`src/rtl/div_unit.sv`:
```
// Multi-cycle restoring divider: signed or unsigned quotient and remainder,
// one quotient bit per clock, under a start/ready handshake with flush support.
module div_unit #(
    parameter int WIDTH = 32
) (
    input  logic               clk,
    input  logic               rst,
    input  logic               start_i,
    input  logic               annul_i,
    input  logic               signed_div_i,
    input  logic [WIDTH-1:0]   opdata1_i,
    input  logic [WIDTH-1:0]   opdata2_i,
    output logic [2*WIDTH-1:0] result_o,
    output logic               ready_o,
    output logic               divzero_o,
    output logic               busy_o
);

    localparam int CW = $clog2(WIDTH);

    typedef enum logic [1:0] {IDLE, DIVZERO, ON, END} state_t;

    state_t             state, state_n;
    logic [CW-1:0]      cnt, cnt_n;
    logic [WIDTH-1:0]   rem_r, rem_n, quo_r, quo_n, dvs_r, dvs_n;
    logic               q_sign, q_sign_n, r_sign, r_sign_n;
    logic [2*WIDTH-1:0] result_n;
    logic               ready_n, divzero_n;

    logic [WIDTH:0]     shifted, trial;
    logic [WIDTH-1:0]   quo_step, rem_step, abs1, abs2;

    // Partial remainder stays below the divisor, so a (WIDTH+1)-bit trial
    // difference carries its true sign in the top bit.
    always_comb begin
        shifted  = {rem_r, quo_r[WIDTH-1]};
        trial    = shifted - {1'b0, dvs_r};
        quo_step = {quo_r[WIDTH-2:0], ~trial[WIDTH]};
        rem_step = trial[WIDTH] ? shifted[WIDTH-1:0] : trial[WIDTH-1:0];
        abs1     = (signed_div_i && opdata1_i[WIDTH-1]) ? -opdata1_i : opdata1_i;
        abs2     = (signed_div_i && opdata2_i[WIDTH-1]) ? -opdata2_i : opdata2_i;
    end

    always_comb begin
        state_n   = state;
        cnt_n     = cnt;
        rem_n     = rem_r;
        quo_n     = quo_r;
        dvs_n     = dvs_r;
        q_sign_n  = q_sign;
        r_sign_n  = r_sign;
        result_n  = result_o;
        ready_n   = ready_o;
        divzero_n = divzero_o;
        if (annul_i) begin
            state_n   = IDLE;
            result_n  = '0;
            ready_n   = 1'b0;
            divzero_n = 1'b0;
        end else begin
            case (state)
                IDLE: begin
                    if (start_i) begin
                        if (opdata2_i == '0) begin
                            state_n = DIVZERO;
                        end else begin
                            state_n  = ON;
                            quo_n    = abs1;
                            rem_n    = '0;
                            dvs_n    = abs2;
                            cnt_n    = '0;
                            q_sign_n = signed_div_i & (opdata1_i[WIDTH-1] ^ opdata2_i[WIDTH-1]);
                            r_sign_n = signed_div_i & opdata1_i[WIDTH-1];
                        end
                    end
                end
                DIVZERO: begin
                    state_n   = END;
                    result_n  = '0;
                    ready_n   = 1'b1;
                    divzero_n = 1'b1;
                end
                ON: begin
                    quo_n = quo_step;
                    rem_n = rem_step;
                    cnt_n = cnt + 1'b1;
                    if (cnt == CW'(WIDTH - 1)) begin
                        state_n   = END;
                        result_n  = {r_sign ? -rem_step : rem_step,
                                     q_sign ? -quo_step : quo_step};
                        ready_n   = 1'b1;
                        divzero_n = 1'b0;
                    end
                end
                END: begin
                    if (!start_i) begin
                        state_n   = IDLE;
                        result_n  = '0;
                        ready_n   = 1'b0;
                        divzero_n = 1'b0;
                    end
                end
                default: state_n = IDLE;
            endcase
        end
    end

    always_ff @(posedge clk or negedge rst) begin
        if (!rst) begin
            state     <= IDLE;
            cnt       <= '0;
            rem_r     <= '0;
            quo_r     <= '0;
            dvs_r     <= '0;
            q_sign    <= 1'b0;
            r_sign    <= 1'b0;
            result_o  <= '0;
            ready_o   <= 1'b0;
            divzero_o <= 1'b0;
        end else begin
            state     <= state_n;
            cnt       <= cnt_n;
            rem_r     <= rem_n;
            quo_r     <= quo_n;
            dvs_r     <= dvs_n;
            q_sign    <= q_sign_n;
            r_sign    <= r_sign_n;
            result_o  <= result_n;
            ready_o   <= ready_n;
            divzero_o <= divzero_n;
        end
    end

    assign busy_o = (state == ON) || (state == DIVZERO);

endmodule

```
`config.mk`:
```
export PLATFORM = sky130hd
export DESIGN_NAME = div_unit
export DESIGN_NICKNAME = d
export VERILOG_FILES = /design/src/rtl/div_unit.sv
export SDC_FILE = /design/constraint.sdc
export NUM_CORES = 1
export LEC_CHECK = 0
export ABC_AREA = 1
export BUFFER_PORTS_ARGS = -buffer_cell sky130_fd_sc_hd__buf_2
export CORE_MARGIN = 8
export CORE_UTILIZATION = 49
export CTS_BUF_LIST = sky130_fd_sc_hd__clkbuf_16
export DETAILED_ROUTE_END_ITERATION = 16
export PLACE_DENSITY = 0.68
export SETUP_SLACK_MARGIN = 0.02
export SLEW_MARGIN = 20
export SYNTH_ARGS = -nofsm -noshare
export SYNTH_HDL_FRONTEND = slang
export SYNTH_SLANG_ARGS = --single-unit
```
`constraint.sdc`:
```
create_clock -name clk -period 6.43 [get_ports clk]
set_clock_uncertainty 0.1 [all_clocks]
set_input_delay 1.6075 -clock clk [delete_from_list [all_inputs] [get_ports clk]]
set_output_delay 1.6075 -clock clk [all_outputs]
set_load 0.05 [all_outputs]
```
* Word level (Yosys, flattened, before mapping)
Cells that the tools add are included.
** Operators by class
- Add/sub/neg operators :: 6
- Equal/unequal tests :: 9
- Mux-type cells :: 31
- Bitwise logic cells :: 6
- Reduce and logical (&&, ||, !) cells :: 11
** Operators with widths (count)
- $mux W32 :: 9
- $mux W64 :: 3
- $pmux W64 S3 :: 1
- $neg A32 Y32 :: 4
- $pmux W32 S2 :: 2
- $sub A33 B32 Y33 :: 1
- $logic_not A32 Y1 :: 1
- $mux W2 :: 5
- $mux W5 :: 2
- $pmux W5 S2 :: 1
- $ne A3 B3 Y1 const B :: 3
- $pmux W2 S4 :: 1
- $reduce_and A4 Y1 :: 2
- $pmux W1 S3 :: 2
- $reduce_and A3 Y1 :: 2
- $add A5 B1 Y5 const B :: 1
- $eq A5 B5 Y1 const B :: 1
- $mux W1 :: 5
- $eq A2 B2 Y1 const B :: 2
- $ne A2 B2 Y1 const B :: 2
- $reduce_bool A4 Y1 :: 1
- $not A1 Y1 :: 3
- $and A1 B1 Y1 :: 2
- $eq A2 B1 Y1 const B :: 1
- 5 further kinds :: 6
** Storage, ports and cells
- Register bits :: 171
- Input bits :: 69
- Output and inout bits :: 67
- Logic and storage cells :: 73

* Longest topological paths before layout
- Word-level depth :: 7
- Depth in mapped cells :: 28
- Depth with buffers taken out :: 27

* Worst setup path after synthesis
Ideal clock, no wire load.
- Path kind :: register to register
- Start point :: reg quo_r[31]
- End point :: reg result_o[28]
- Setup time :: 0.083 ns
- Data arrival time :: 3.651 ns
- Required time :: 6.247 ns
- Slack :: 2.596 ns
- Stages on the path, launching flop included :: 28
- Buffers on the path :: 1
- Period minus slack after synthesis :: 3.834 ns
- Cell sequence :: dfrtp_1 -> inv_1 -> ha_1 -> inv_1 -> fa_1 -> nand2_1 -> nand2_1 -> nand3_2 -> nand2_4 -> nand2_4 -> nand2_4 -> nand2_4 -> nand3_4 -> nand2_8 -> buf_6 -> ha_1 -> nand4_1 -> nor2_1 -> nand2_1 -> nor3_1 -> nand4_1 -> nand2_1 -> nand2_1 -> a21oi_1 -> o21ai_0 -> o21ai_0 -> nand2_1 -> o21ai_0
** On the way
- Longest elaborated chain between the ends :: 7
** RTL lines
- start: declaration :: RTL line 25 : logic [WIDTH-1:0] rem_r, rem_n, quo_r, quo_n, dvs_r, dvs_n;
- start signal: assignment :: RTL line 124 : quo_r <= quo_n;
- $sub A33 B32 Y33 :: RTL line 37 : trial = shifted - {1'b0, dvs_r};
- $not A1 Y1 :: RTL line 38 : quo_step = {quo_r[WIDTH-2:0], ~trial[WIDTH]};
- $neg A32 Y32 :: RTL line 90 : q_sign ? -quo_step : quo_step};
- $mux W32 :: RTL line 90
- $mux W64 :: RTL line 87 : if (cnt == CW'(WIDTH - 1)) begin
- $pmux W64 S3 :: RTL line 61 : case (state)
- $mux W64 :: RTL line 55 : if (annul_i) begin
- end signal: assignment :: RTL line 128 : result_o <= result_n;
- end: declaration :: RTL line 13 : output logic [2*WIDTH-1:0] result_o,
No other way between the ends. The select of a mux whose other input is x is not followed.
A chain may end at the register's enable or synchronous reset.

* Worst setup path after layout
Same ends and word-level chain as after synthesis.

==> summary.txt <==
Run status
  • Status: complete, no violations

Routing
  • Via density: 5.355
  • Vias: 12.72k
  • WL/cell: 17.05 um
  • DRC violation count after routing: 0
  • Starting DRT DRC Count: 1062
  • Post-route antenna net violation count: 0
  • Drt total wl: 40.49 mm
  • Total iterations of the first detailed-routing run: 5

Setup path
  • CP required: 6.68 ns
  • Critical path type: reg -> reg
  • Setup crit end kind: flop
  • Critical Path AT: 4.87 ns
  • Worst path most repeated cell: nand2_1
  • Critical path launch point type: flop
  • Crit Path Max Fanout: 18
  • CP max stage cell: fa_1
  • Largest stage delay on the critical path: 0.44 ns

Logic synthesis
  • Cells after Synth: 1920
  • Number of flops mapped to enable cells by yosys: 0
  • Async S/R FF share, synth: 100.0%
  • Yosys cell types: 58
  • Syn. warnings: 0
  • Synth Net Count: 2032
  • Cell Area, Synth: 0.01295 mm2
  • Top FF cell, synth: dfrtp_1
  • Register area share after synthesis: 33.03%
  • #FFs+latches synth: 171
  • Mapped Avg Cell Area: 6.747 um2

Flow run
  • MaxCap Viol Count: 0

Worst hold path
  • Worst min-delay path category: reg -> reg

Global routing
  • Global-route usage over all layers: 25.62%
  • Pin count of the biggest net entering global routing: 73
  • Vias in the first global route: 12.23k
  • Initial antenna violation count: 0
  • Grt total ovfl: 0
  • First-pass GRT wire length: 64.53 mm

Floorplanning
  • Die ar.: 0.03190 mm2
  • Row count: 59
  • Starting Density: 49.86%
  • Width of the chip: 178.6 um
  • Io pins: 136
  • CORE AREA: 0.02598 mm2
  • Die height: 178.6 um

Timing
  • Max frequency: 216.4 MHz
  • Worst-margin pin slew: 1.021 ns
  • Fin. max-slew vios: 0
  • Final setup margin: 1.808 ns
  • Final period util: 71.88%
  • # setup viols final: 0
  • Tmin final: 4.622 ns
  • Worst slew margin: 31.83%
  • RSZ-0062 raised after global routing: no
  • Total Neg Setup Slack: 0 ns
  • Hold Violations, Final: 0

Clock network
  • Post-CTS resize count: 0
  • Root Driver: clkbuf_16
  • Clk slew on worst S/H paths: 0.07 ns
  • Hold Buf Count CTS: 0
  • H-Tree Depth: 4
  • Skew-Pair Late Insertion Delay: 0.44 ns
  • Clock buffer depth: 2
  • Postcts setup bufs: 0
  • Clk sinks: 171
  • CTS tree: done
  • CTS buffer count: 17

Final layout
  • Final Non-Filler Cells: 2375
  • Share of cells above drive strength 1: 13.33%
  • Area Overhead vs Synth: 11.62%
  • Fin nets: 2140
  • Ant. Diodes: 0

Placed design
  • IO Port Bufs: 135
  • Final Wtd Congestion: 0.9352
  • Post-DP HPWL: 31.91 mm
  • Post-place setup slack: 1.532 ns
  • Placed cells: 2344
## cells in the mapped netlist (all sizes together) (11+ instances only)
cell    number  share of area [%]
a21oi       60                2.5
a22oi       22                1.3
buf         19               0.97
clkbuf      35                1.0
dfrtp      171                 33
ha          42                4.1
inv        275                8.0
nand2      616                 19
nand3      131                5.6
nand4       21                1.0
nor2       165                5.2
nor3        27                1.0
nor4        11               0.58
o21ai      169                6.8
o22ai       12               0.58
xnor2       30                2.0
xor2        43                2.9
## registers in the layout, indices dropped and copies added (netlist names)
name       cells
cnt            5
divzero_o      1
dvs_r         32
q_sign         1
quo_r         32
r_sign         1
ready_o        1
rem_r         32
result_o      64
state          2
## critical path, delay by kind of cell, from the launching register on
family,cells,cell delay [ns]
buf+inv,2,0.16
compound gates,4,0.92
simple gates,17,2.16
fa+ha+maj,3,0.81
flops,1,0.38
## logic make-up (layout without fill, tap and decap cells)
logic type	count (synthesis)	in the layout	share of synthesized area, %
AOI/OAI and AO/OA	307	307	13.86
xor gates and xnor gates	73	73	4.935
adders and majority gates	43	43	4.211
buffers and inverters	331	451	10.01
DFF	171	171	33.03
muxes	1	1	0.07727
and+or+nand+nor	994	994	33.88
## layout make-up
type | instances | area, um2
timing repair buffer | 143 | 742.0
clock buffer | 17 | 425.4
tap | 335 | 419.2
multi-input combinational | 1418 | 7397
clock inverter | 14 | 157.7
fill | 2593 | 11520
inverter | 277 | 1040
sequential | 171 | 4279
## worst paths after layout
| check | end | depth (start not counted) | slack [ns] | from |
|---|---|---|---|---|
| worst max-delay path | result_o[28]$_DFFE_PN0P_ | 26 | 1.81 | quo_r[31]$_DFFE_PN0P_ |
| worst min-delay path | result_o[62]$_DFFE_PN0P_ | 2 | 0.37 | result_o[62]$_DFFE_PN0P_ |
| worst max register to register | result_o[28]$_DFFE_PN0P_ | 26 | 1.81 | quo_r[31]$_DFFE_PN0P_ |
| worst min register to register | result_o[62]$_DFFE_PN0P_ | 2 | 0.37 | result_o[62]$_DFFE_PN0P_ |
| max in group asynchronous | quo_r[27]$_DFFE_PN0P_ | 2 | 3.97 | rst |
| min in group asynchronous | rem_r[22]$_DFFE_PN0P_ | 1 | 1.08 | rst |
## per-stage QoR
stage	hold slack (ns)	cell area (um2)	util (%)
floorplan	0.3530	12950	-
global placement	0.3547	13880	53.40
detailed placement	0.3602	13880	53.40
CTS	0.3812	14460	55.65
global route	0.3935	14460	55.65
finish	0.3731	14460	55.65
## cell usage in the layout (no fill, tap or decap), drive strengths merged, types with 17 or more instances in the layout
master	count
nand2	616
buf	143
nor2	165
nand3	131
clkbuf	17
a21oi	60
ha	42
a22oi	22
xnor2	30
nor3	27
nand4	21
o21ai	169
xor2	43
inv	282
dfrtp	171
## metal layers
layer	global-route usage (%)	wire length, um
met1	34.28	18420
met2	42.49	19170
met3	2.837	1844
met4	8.577	1044
met5	0	0
Power is left out: the tool's default activity adds up to more than one toggle a clock period on the data nets, which glitch-free logic cannot reach.
